File: config.mk
export PLATFORM = sky130hd
export DESIGN_NAME = dig_freq_synth
export DESIGN_NICKNAME = d
export VERILOG_FILES = /design/src/rtl/dig_freq_synth.sv
export SDC_FILE = /design/constraint.sdc
export NUM_CORES = 1
export LEC_CHECK = 0
export BUFFER_PORTS_ARGS = -buffer_cell sky130_fd_sc_hd__buf_4
export CAP_MARGIN = 20
export CELL_PAD_IN_SITES_DETAIL_PLACEMENT = 1
export CELL_PAD_IN_SITES_GLOBAL_PLACEMENT = 1
export CORE_ASPECT_RATIO = 0.8
export CORE_MARGIN = 1.5
export CORE_UTILIZATION = 37
export DETAILED_ROUTE_END_ITERATION = 16
export PLACE_DENSITY_LB_ADDON = 0.15
export SLEW_MARGIN = 20
export SYNTH_ARGS = -nofsm -noshare
export SYNTH_HDL_FRONTEND = slang
export SYNTH_SLANG_ARGS = --single-unit
export TNS_END_PERCENT = 1
File: constraint.sdc
create_clock -name clk -period 2 [get_ports clk]
set_clock_uncertainty 0.15 [all_clocks]
set_input_delay 0.3 -clock clk [delete_from_list [all_inputs] [get_ports clk]]
set_output_delay 0.3 -clock clk [all_outputs]
set_load 0.02 [all_outputs]
File: src/rtl/dig_freq_synth.sv
// Digital frequency synthesizer: square wave with half-period 32-code, codes via valid/ready.
// Optional DFS_PERIOD_CNT_EN adds an 8-bit count of output periods (period_cnt).
module dig_freq_synth (
  input  logic       clk,
  input  logic       rst_n,
  input  logic       en,
  input  logic [4:0] code_in,
  input  logic       code_valid,
  output logic       code_ready,
  output logic       fout,
  output logic       wrap,
  output logic [4:0] active_code
`ifdef DFS_PERIOD_CNT_EN
  ,
  output logic [7:0] period_cnt
`endif
);

  typedef enum logic {IDLE, RUN} state_t;

  state_t     r_state, w_state_nxt;
  logic [5:0] r_cnt, w_cnt_nxt;
  logic       r_fout, w_fout_nxt;
  logic       r_wrap, w_wrap_nxt;
  logic [4:0] r_active, w_active_nxt;
  logic [4:0] r_pend, w_pend_nxt;
  logic       r_pend_full, w_pend_full_nxt;
  logic [5:0] w_half;
  logic       w_last;
  logic       w_xfer;

  assign w_half = 6'd32 - {1'b0, r_active};
  assign w_last = (r_cnt == (w_half - 6'd1));
  assign w_xfer = code_valid & ~r_pend_full;

  always_ff @(posedge clk or negedge rst_n) begin
    if (!rst_n) begin
      r_state     <= IDLE;
      r_cnt       <= '0;
      r_fout      <= 1'b0;
      r_wrap      <= 1'b0;
      r_active    <= '0;
      r_pend      <= '0;
      r_pend_full <= 1'b0;
    end else begin
      r_state     <= w_state_nxt;
      r_cnt       <= w_cnt_nxt;
      r_fout      <= w_fout_nxt;
      r_wrap      <= w_wrap_nxt;
      r_active    <= w_active_nxt;
      r_pend      <= w_pend_nxt;
      r_pend_full <= w_pend_full_nxt;
    end
  end

  always_comb begin
    w_state_nxt     = r_state;
    w_cnt_nxt       = '0;
    w_fout_nxt      = 1'b0;
    w_wrap_nxt      = 1'b0;
    w_active_nxt    = r_active;
    w_pend_nxt      = r_pend;
    w_pend_full_nxt = r_pend_full;
    case (r_state)
      IDLE: begin
        if (w_xfer) w_active_nxt = code_in;
        if (en) w_state_nxt = RUN;
      end
      RUN: begin
        if (!en) begin
          // Leaving RUN: any queued code takes effect now so nothing is stranded in IDLE.
          w_state_nxt = IDLE;
          if (r_pend_full) begin
            w_active_nxt    = r_pend;
            w_pend_full_nxt = 1'b0;
          end else if (w_xfer) begin
            w_active_nxt = code_in;
          end
        end else begin
          if (w_last) begin
            w_fout_nxt = ~r_fout;
            if (!r_fout) begin
              // Rising toggle is the period boundary; only a code queued before it applies.
              w_wrap_nxt = 1'b1;
              if (r_pend_full) begin
                w_active_nxt    = r_pend;
                w_pend_full_nxt = 1'b0;
              end
            end
          end else begin
            w_cnt_nxt  = r_cnt + 6'd1;
            w_fout_nxt = r_fout;
          end
          if (w_xfer) begin
            w_pend_nxt      = code_in;
            w_pend_full_nxt = 1'b1;
          end
        end
      end
      default: w_state_nxt = IDLE;
    endcase
  end

  assign code_ready  = ~r_pend_full;
  assign fout        = r_fout;
  assign wrap        = r_wrap;
  assign active_code = r_active;

`ifdef DFS_PERIOD_CNT_EN
  logic [7:0] r_pcnt;

  always_ff @(posedge clk or negedge rst_n) begin
    if (!rst_n)          r_pcnt <= '0;
    else if (w_wrap_nxt) r_pcnt <= r_pcnt + 8'd1;
  end

  assign period_cnt = r_pcnt;
`endif

endmodule

# --- Word-level counts from Yosys, hierarchy flattened ---
# Index checks and enable logic that the tools add are counted.
# W data, S select, Z words.
totals:
  register_bits: 20
  word_cells: 45
op_classes:
  n_mux: 22
  reduce_logical: 3
  n_bitwise: 4
  n_addsub: 3
  n_eq_ne: 6
ops:
  columns: ["operator", "count"]
  rows:
  - ["$mux W5", 6]
  - ["$mux W6", 3]
  - ["$mux W1", 12]
  - ["$pmux W5 S2", 1]
  - ["$ne A3 B2 Y1 const B", 3]
  - ["$reduce_and A3 Y1", 3]
  - ["$add A6 B1 Y6 const B", 1]
  - ["$eq A6 B6 Y1", 1]
  - ["$sub A6 B1 Y6 const B", 1]
  - ["$sub A6 B5 Y6 const A", 1]
  - ["$ne A3 B1 Y1 const B", 1]
  - ["$ne A3 B3 Y1 const B", 1]
  - ["$not A1 Y1", 3]
  - ["$and A1 B1 Y1", 1]

# --- Depth between registers and ports, before layout ---
# Gate-level depths: netlist of the first run.
logic_depth:
  ltp_word: 6
  ltp_mapped: 4
  depth_no_buf: 4

# --- Worst setup path before layout of the first run ---
# OpenSTA, ideal clock, no wires.
synth_path:
  path_kind: "flip-flop to flip-flop"
  start: "register r_active[3] (netlist: active_code[3])"
  end: "register r_pend_full"
  n_path_buf: 0
  setup_time_ns: 0.120
  arrival_ns: 1.691
  path_slack_ns: 0.039
  synth_period_minus_slack_ns: 1.961
  stages_incl_launch_ff: 5
  path_cell_list: "dfrtp_1 xnor2_1 or4_4 or3_1 a31o_1"
synth_via:
  elab_chain_cells: 5
synth_rtl:
  columns: ["item", "line", "rtl"]
  rows:
  - ["start, declared", "25", "logic [4:0] r_active, w_active_nxt;"]
  - ["start signal, assigned", "50", "r_active <= w_active_nxt;"]
  - ["$sub A6 B5 Y6", "32", "assign w_half = 6'd32 - {1'b0, r_active};"]
  - ["$sub A6 B1 Y6", "33", "assign w_last = (r_cnt == (w_half - 6'd1));"]
  - ["$eq A6 B6 Y1", "33", null]
  - ["$ne A3 B1 Y1 (no line)", null, null]
  - ["$reduce_and A3 Y1 (no line)", null, null]
  - ["end signal, assigned", "52", "r_pend_full <= w_pend_full_nxt;"]
  - ["end, declared", "27", "logic r_pend_full, w_pend_full_nxt;"]
# No other way between the ends.
# A chain may end at the register's enable or synchronous reset.

# --- Worst setup path in the final report of the first run ---
# Same ends and word-level chain as after synthesis.

==> impl_metrics.ini, run 1 <==
[sta]
setup_viol = 0
final_hold_viol_count = 0
slew_headroom = 0.623
slew_viol_final = 0
rsz0062_at_grt = false
period_needed_ns = 1.94
fmax_ghz = 0.515
post-route-period-util = 0.970
worst_slew_pin_slew_ns = 0.559
final.setup.tns_ns = 0

[status]
outcome = finished clean

[logic_synthesis]
synth-simple-area-share = 0.125
synth_top_family_by_area = compound AO/OA/AOI/OAI gates
synthMuxAreaShare = 0.0630
yosys_warnings = 0
ys_seq_elements = 20
synth_cells = 78
yosysSeqAreaShare = 0.560
synth_adder_area_share = 0.0140
avgSynthCellArea_um2 = 11.5
ys_types = 22
synth_nets = 88
synth-xor-area-share = 0.0882
netlist_area_um2 = 893
synth_compound_area_frac = 0.141

[place]
dp.cells = 123
place_congestion = 0.704
dp_hpwl_mm = 1.44
portBuffers = 16

[floorplan]
chipHeight_um = 47.0
initial_utilization = 0.403
placementRows = 15
pin_count = 17
dieArea_mm2 = 0.00272
core_area_mm2 = 0.00221
dieWidth_um = 57.9

[power]
vdd_ir_drop_max_mv = 0.558
p_per_area_mw_per_mm2 = 1270
p_leak_nw = 0.516

[clock_network]
cts_resized = 0
hold_buffers = 2
path_clk_slew_ns = 0.12
tritoncts = built
clockBufferDepth = 2
clock_sinks = 20
htreeDepth = 1
cts-root-buf = clkbuf_4
post_cts_buffers = 0
worstSkewPairLatency_ns = 0.30
cts_buffers = 3

[worst_setup_path]
crit_required_ns = 2.05
worstSetupEndpointType = flop
cp.arrival_ns = 1.99
path_max_fanout = 5
startpoint_type = flop
critPathKind = flop to flop

[drt]
first_pass_iters = 3
drt-initial-drc-count = 5
vias = 690
wl_mm = 1.86
drc = 0
routedWlPerCell_um = 14.4
viasPerCell = 5.35
drt.antenna.violating_nets = 0

[final_layout]
syn2layout_area_growth_pct = 28.4
n_antenna_cell = 0
final_cells = 129
drive_gt1_frac = 0.288
fin_nets = 115

[global_route]
overflow = 0
grt_usage = 0.162
grt_first_pass_wirelength_mm = 3.15
grt_max_degree = 21
grt_pass1_vias = 671
antenna_found_initial = 0

[flow_run]
max-cap-violations = 0

[worst_hold_path]
hp-class = primary input to flop
[sequential cells by signal, indices dropped and copies added, names as in the netlist]
register	flops
active_code	5
fout	1
r_cnt	6
r_pend	5
r_pend_full	1
r_state	1
wrap	1
[cell families after synthesis]
family / after synthesis
buffers and inverters: 2
multiplexers: 5
XOR/XNOR: 9
adder cells (fa/ha/maj): 1
AO/OA/AOI/OAI: 19
flip-flops: 20
AND/OR/NAND/NOR: 22
[worst paths after layout]
check | start | to | slack (ns) | cells after the start
worst min register to register | r_pend[3] | r_pend[3] | 0.37 | 1
worst max-delay path | active_code[3] | r_pend_full | 0.06 | 4
max in group asynchronous | rst_n | r_pend[4] | 1.24 | 2
worst min-delay path | code_in[2] | r_pend[2] | 0.08 | 2
min in group asynchronous | rst_n | r_cnt[3] | 0.25 | 2
worst max register to register | active_code[3] | r_pend_full | 0.06 | 4
[cell usage in the layout (no fill, tap or decap), types with 2 or more instances in the layout]
cell type and count:
dfrtp_1 20, xor2_1 4, mux2_2 5, a2bb2oi_1 4, nand3_1 3, clkbuf_4 3, xnor2_1 5, a21oi_1 2
o21ai_0 3, o21ai_1 2, o22ai_1 6, inv_1 2, nor2_1 8, buf_4 20, dlygate4sd3_1 2, nand2_1 5
[worst max-delay path, stage by stage, from the launching register on]
cell and delay (ns):
dfrtp_1 0.42, xnor2_1 0.13, or4_4 0.54, or3_1 0.37, a31o_1 0.23
[power breakdown]
group / total [mW] / switching (mW) / internal, mW
registers: 0.612 / 0.0957 / 0.516
clock network: 0.329 / 0.126 / 0.203
logic: 0.518 / 0.253 / 0.265
total: 1.46 / 0.475 / 0.984
[Yosys cell counts (all sizes together)]
library cell / count / area (um^2)
inv: 2 / 7.51
o2bb2a: 1 / 10.0
or4: 1 / 11.3
nor2b: 1 / 6.26
and2: 1 / 6.26
o21ai: 5 / 25.0
o22ai: 6 / 37.5
xor2: 4 / 35.0
a21oi: 2 / 10.0
nor2: 8 / 30.0
a2bb2oi: 4 / 35.0
and3b: 1 / 8.76
ha: 1 / 12.5
dfrtp: 20 / 500
xnor2: 5 / 43.8
nand2: 5 / 18.8
nand3: 3 / 15.0
or3: 1 / 6.26
mux2: 5 / 56.3
nand4b: 1 / 8.76
a31o: 1 / 8.76
[layout make-up]
class,instances,area [um^2]
Clock buffer,3,22.5
Clock inverter,1,30.0
Timing Repair Buffer,22,170
Sequential cell,20,500
Inverter,2,7.51
Tap cell,25,31.3
Multi-Input combinational cell,56,385
Fill cell,265,1070
[metrics by stage]
step / util / setup WS [ns] / power (mW) / hold WS (ns) / instance area [um^2]
after floorplan: - / 0.0393 / 0.932 / -0.146 / 893
after global placement: 0.485 / 0.113 / 1.13 / 0.0433 / 1070
after detailed placement: 0.485 / 0.0813 / 1.14 / 0.0458 / 1070
after CTS: 0.518 / 0.0511 / 1.48 / 0.0630 / 1150
after global routing: 0.518 / 0.00383 / 1.55 / 0.0614 / 1150
final: 0.518 / 0.0596 / 1.46 / 0.0812 / 1150
[routing by layer]
layer,vias to the layer above,global-route usage,share of wire
met5,-,0,0
met2,13,0.250,0.46
li1,336,-,-
met3,2,0.0496,0.040
met4,0,0.0558,0.0065
met1,339,0.222,0.49
No activity file was read; power rests on OpenSTA's default activity.
==> inputs of run 2 (changes only) <==
Settings changed: CTS_BUF_LIST set to sky130_fd_sc_hd__clkbuf_16.
==> run 2 against run 1 <==
Sequential power about the same. First-iteration DRC count shrank 60%. Sequential share of layout area decreased by 1.6 points. Core utilization grew 1.9 points. Die area unchanged. Critical path depth stayed put. Via count down 0.87%. Design area increased by 3.7%. Maximum frequency up 0.79%. Hold slack worse by 0.036 ns. Global-route usage is 0.85 points higher. Non-clock buffer count is 1 lower. Critical endpoint unchanged.
==> impl_metrics.ini, run 2 (synthesized netlist as in run 1, its figures left out) <==
[status]
outcome = finished clean

[floorplan]
placementRows = 15
initial_utilization = 0.403
pin_count = 17
core_area_mm2 = 0.00221
dieWidth_um = 57.9
chipHeight_um = 47.0
dieArea_mm2 = 0.00272

[power]
p_per_area_mw_per_mm2 = 1400
vdd_ir_drop_max_mv = 0.722
fin_total_pwr_mw = 1.67
pwr-share-comb = 0.310
switchingPower_uw = 493
p_clk_frac = 0.323
p_leak_nw = 0.535
seqPwrFrac = 0.367
p_int_mw = 1.18
swShare = 0.295

[drt]
drc = 0
drt-initial-drc-count = 2
vias = 684
viasPerCell = 5.34
routedWlPerCell_um = 14.6
drt.antenna.violating_nets = 0
first_pass_iters = 2
wl_mm = 1.88

[worst_setup_path]
crit_required_ns = 1.99
slowest_stage = or4_4
path_max_fanout = 5
cpPeakStageDelay_ns = 0.53
worstSetupEndpointType = flop
startpoint_type = flop
cp.arrival_ns = 1.91
cp.buffers_inverters = 0
crit_family = simple AND/OR/NAND/NOR gates
critPathKind = flop to flop
crit_chain = xnor2_1, or4_4, or3_1, a31o_1

[clock_network]
worstSkewPairLatency_ns = 0.25
cts_buffers = 3
htreeDepth = 1
tritoncts = built
post_cts_buffers = 0
clockBufferDepth = 2
path_clk_slew_ns = 0.06
cts-root-buf = clkbuf_16
clock_sinks = 20
cts_resized = 0

[final_layout]
syn2layout_area_growth_pct = 33.2
final_cells = 128
final_cell_mix = dfrtp_1, buf_4, nor2_1
stdcell_area_mm2 = 0.00119
n_antenna_cell = 0
fillCellCount = 258
drive_gt1_frac = 0.291
largest_reg_flops = 6
postLayoutCoreUtil = 0.537
fin_nets = 114
regMostFlops = r_cnt

[global_route]
antenna_found_initial = 0
grt_pass1_vias = 668
overflow = 0
grt_usage = 0.171
grt_first_pass_wirelength_mm = 3.25
grt_max_degree = 21

[sta]
final_hold_viol_count = 0
final.setup.tns_ns = 0
post-route-period-util = 0.963
setup_viol = 0
hold_slack_ns = 0.0449
worst_slew_pin_slew_ns = 0.588
slew_headroom = 0.604
rsz0062_at_grt = false
fmax_ghz = 0.519
final.setup.worst_slack_ns = 0.0749
slew_viol_final = 0
period_needed_ns = 1.93

[place]
dpl-instance-area_mm2 = 0.00107
dp_worst_setup_slack_ns = 0.0813
place_congestion = 0.704
portBuffers = 16
dp.cells = 123
dp_hpwl_mm = 1.44

[flow_run]
max-cap-violations = 0

[worst_hold_path]
hp-class = primary input to flop
-- run 2: cell count changes in the layout (fill, tap and decap cells not counted) --
cell,previous run,this run
dlygate4sd3_1,2,1
clkbuf_16,0,3
clkbuf_4,3,0
-- run 2: path summary, 6_finish.rpt --
kind                               endpoint      startpoint  cells past startpoint  slack (ns)
max in group asynchronous          r_cnt[4]           rst_n                      2        1.18
min in group asynchronous              wrap           rst_n                      2        0.31
worst min-delay path                r_state              en                      1        0.04
worst max-delay path            r_pend_full  active_code[3]                      4        0.07
worst min register to register    r_pend[3]       r_pend[3]                      1        0.36
worst max register to register  r_pend_full  active_code[3]                      4        0.07
-- run 2: power by group through the flow --
stage	sequential (mW)	clock [mW]	combinational [mW]
after floorplan	0.667	0	0.265
after global placement	0.615	0	0.515
after detailed placement	0.621	0	0.520
after CTS	0.615	0.556	0.527
after global routing	0.636	0.570	0.567
final	0.613	0.541	0.518
-- run 2: metal layers --
metal	vias to the layer above	part of all wire	track usage
met5	-	0	0
met1	337	0.49	0.229
li1	332	-	-
met4	0	0.0096	0.0698
met2	13	0.46	0.259
met3	2	0.043	0.0579
-- run 2: cell type report --
class	instances	area [um^2]	area share
Inverter	2	7.51	0.00631
Clock inverter	1	30.0	0.0252
Sequential cell	20	500	0.421
Timing Repair Buffer	21	160	0.135
Tap cell	25	31.3	0.0263
Clock buffer	3	75.1	0.0631
Multi-Input combinational cell	56	385	0.324
-- run 2: timing repair --
action                                 4_1_cts  5_1_grt
hold buffers                                 1        0
endpoints found under the hold margin       20        0
setup endpoints to repair                    0        0
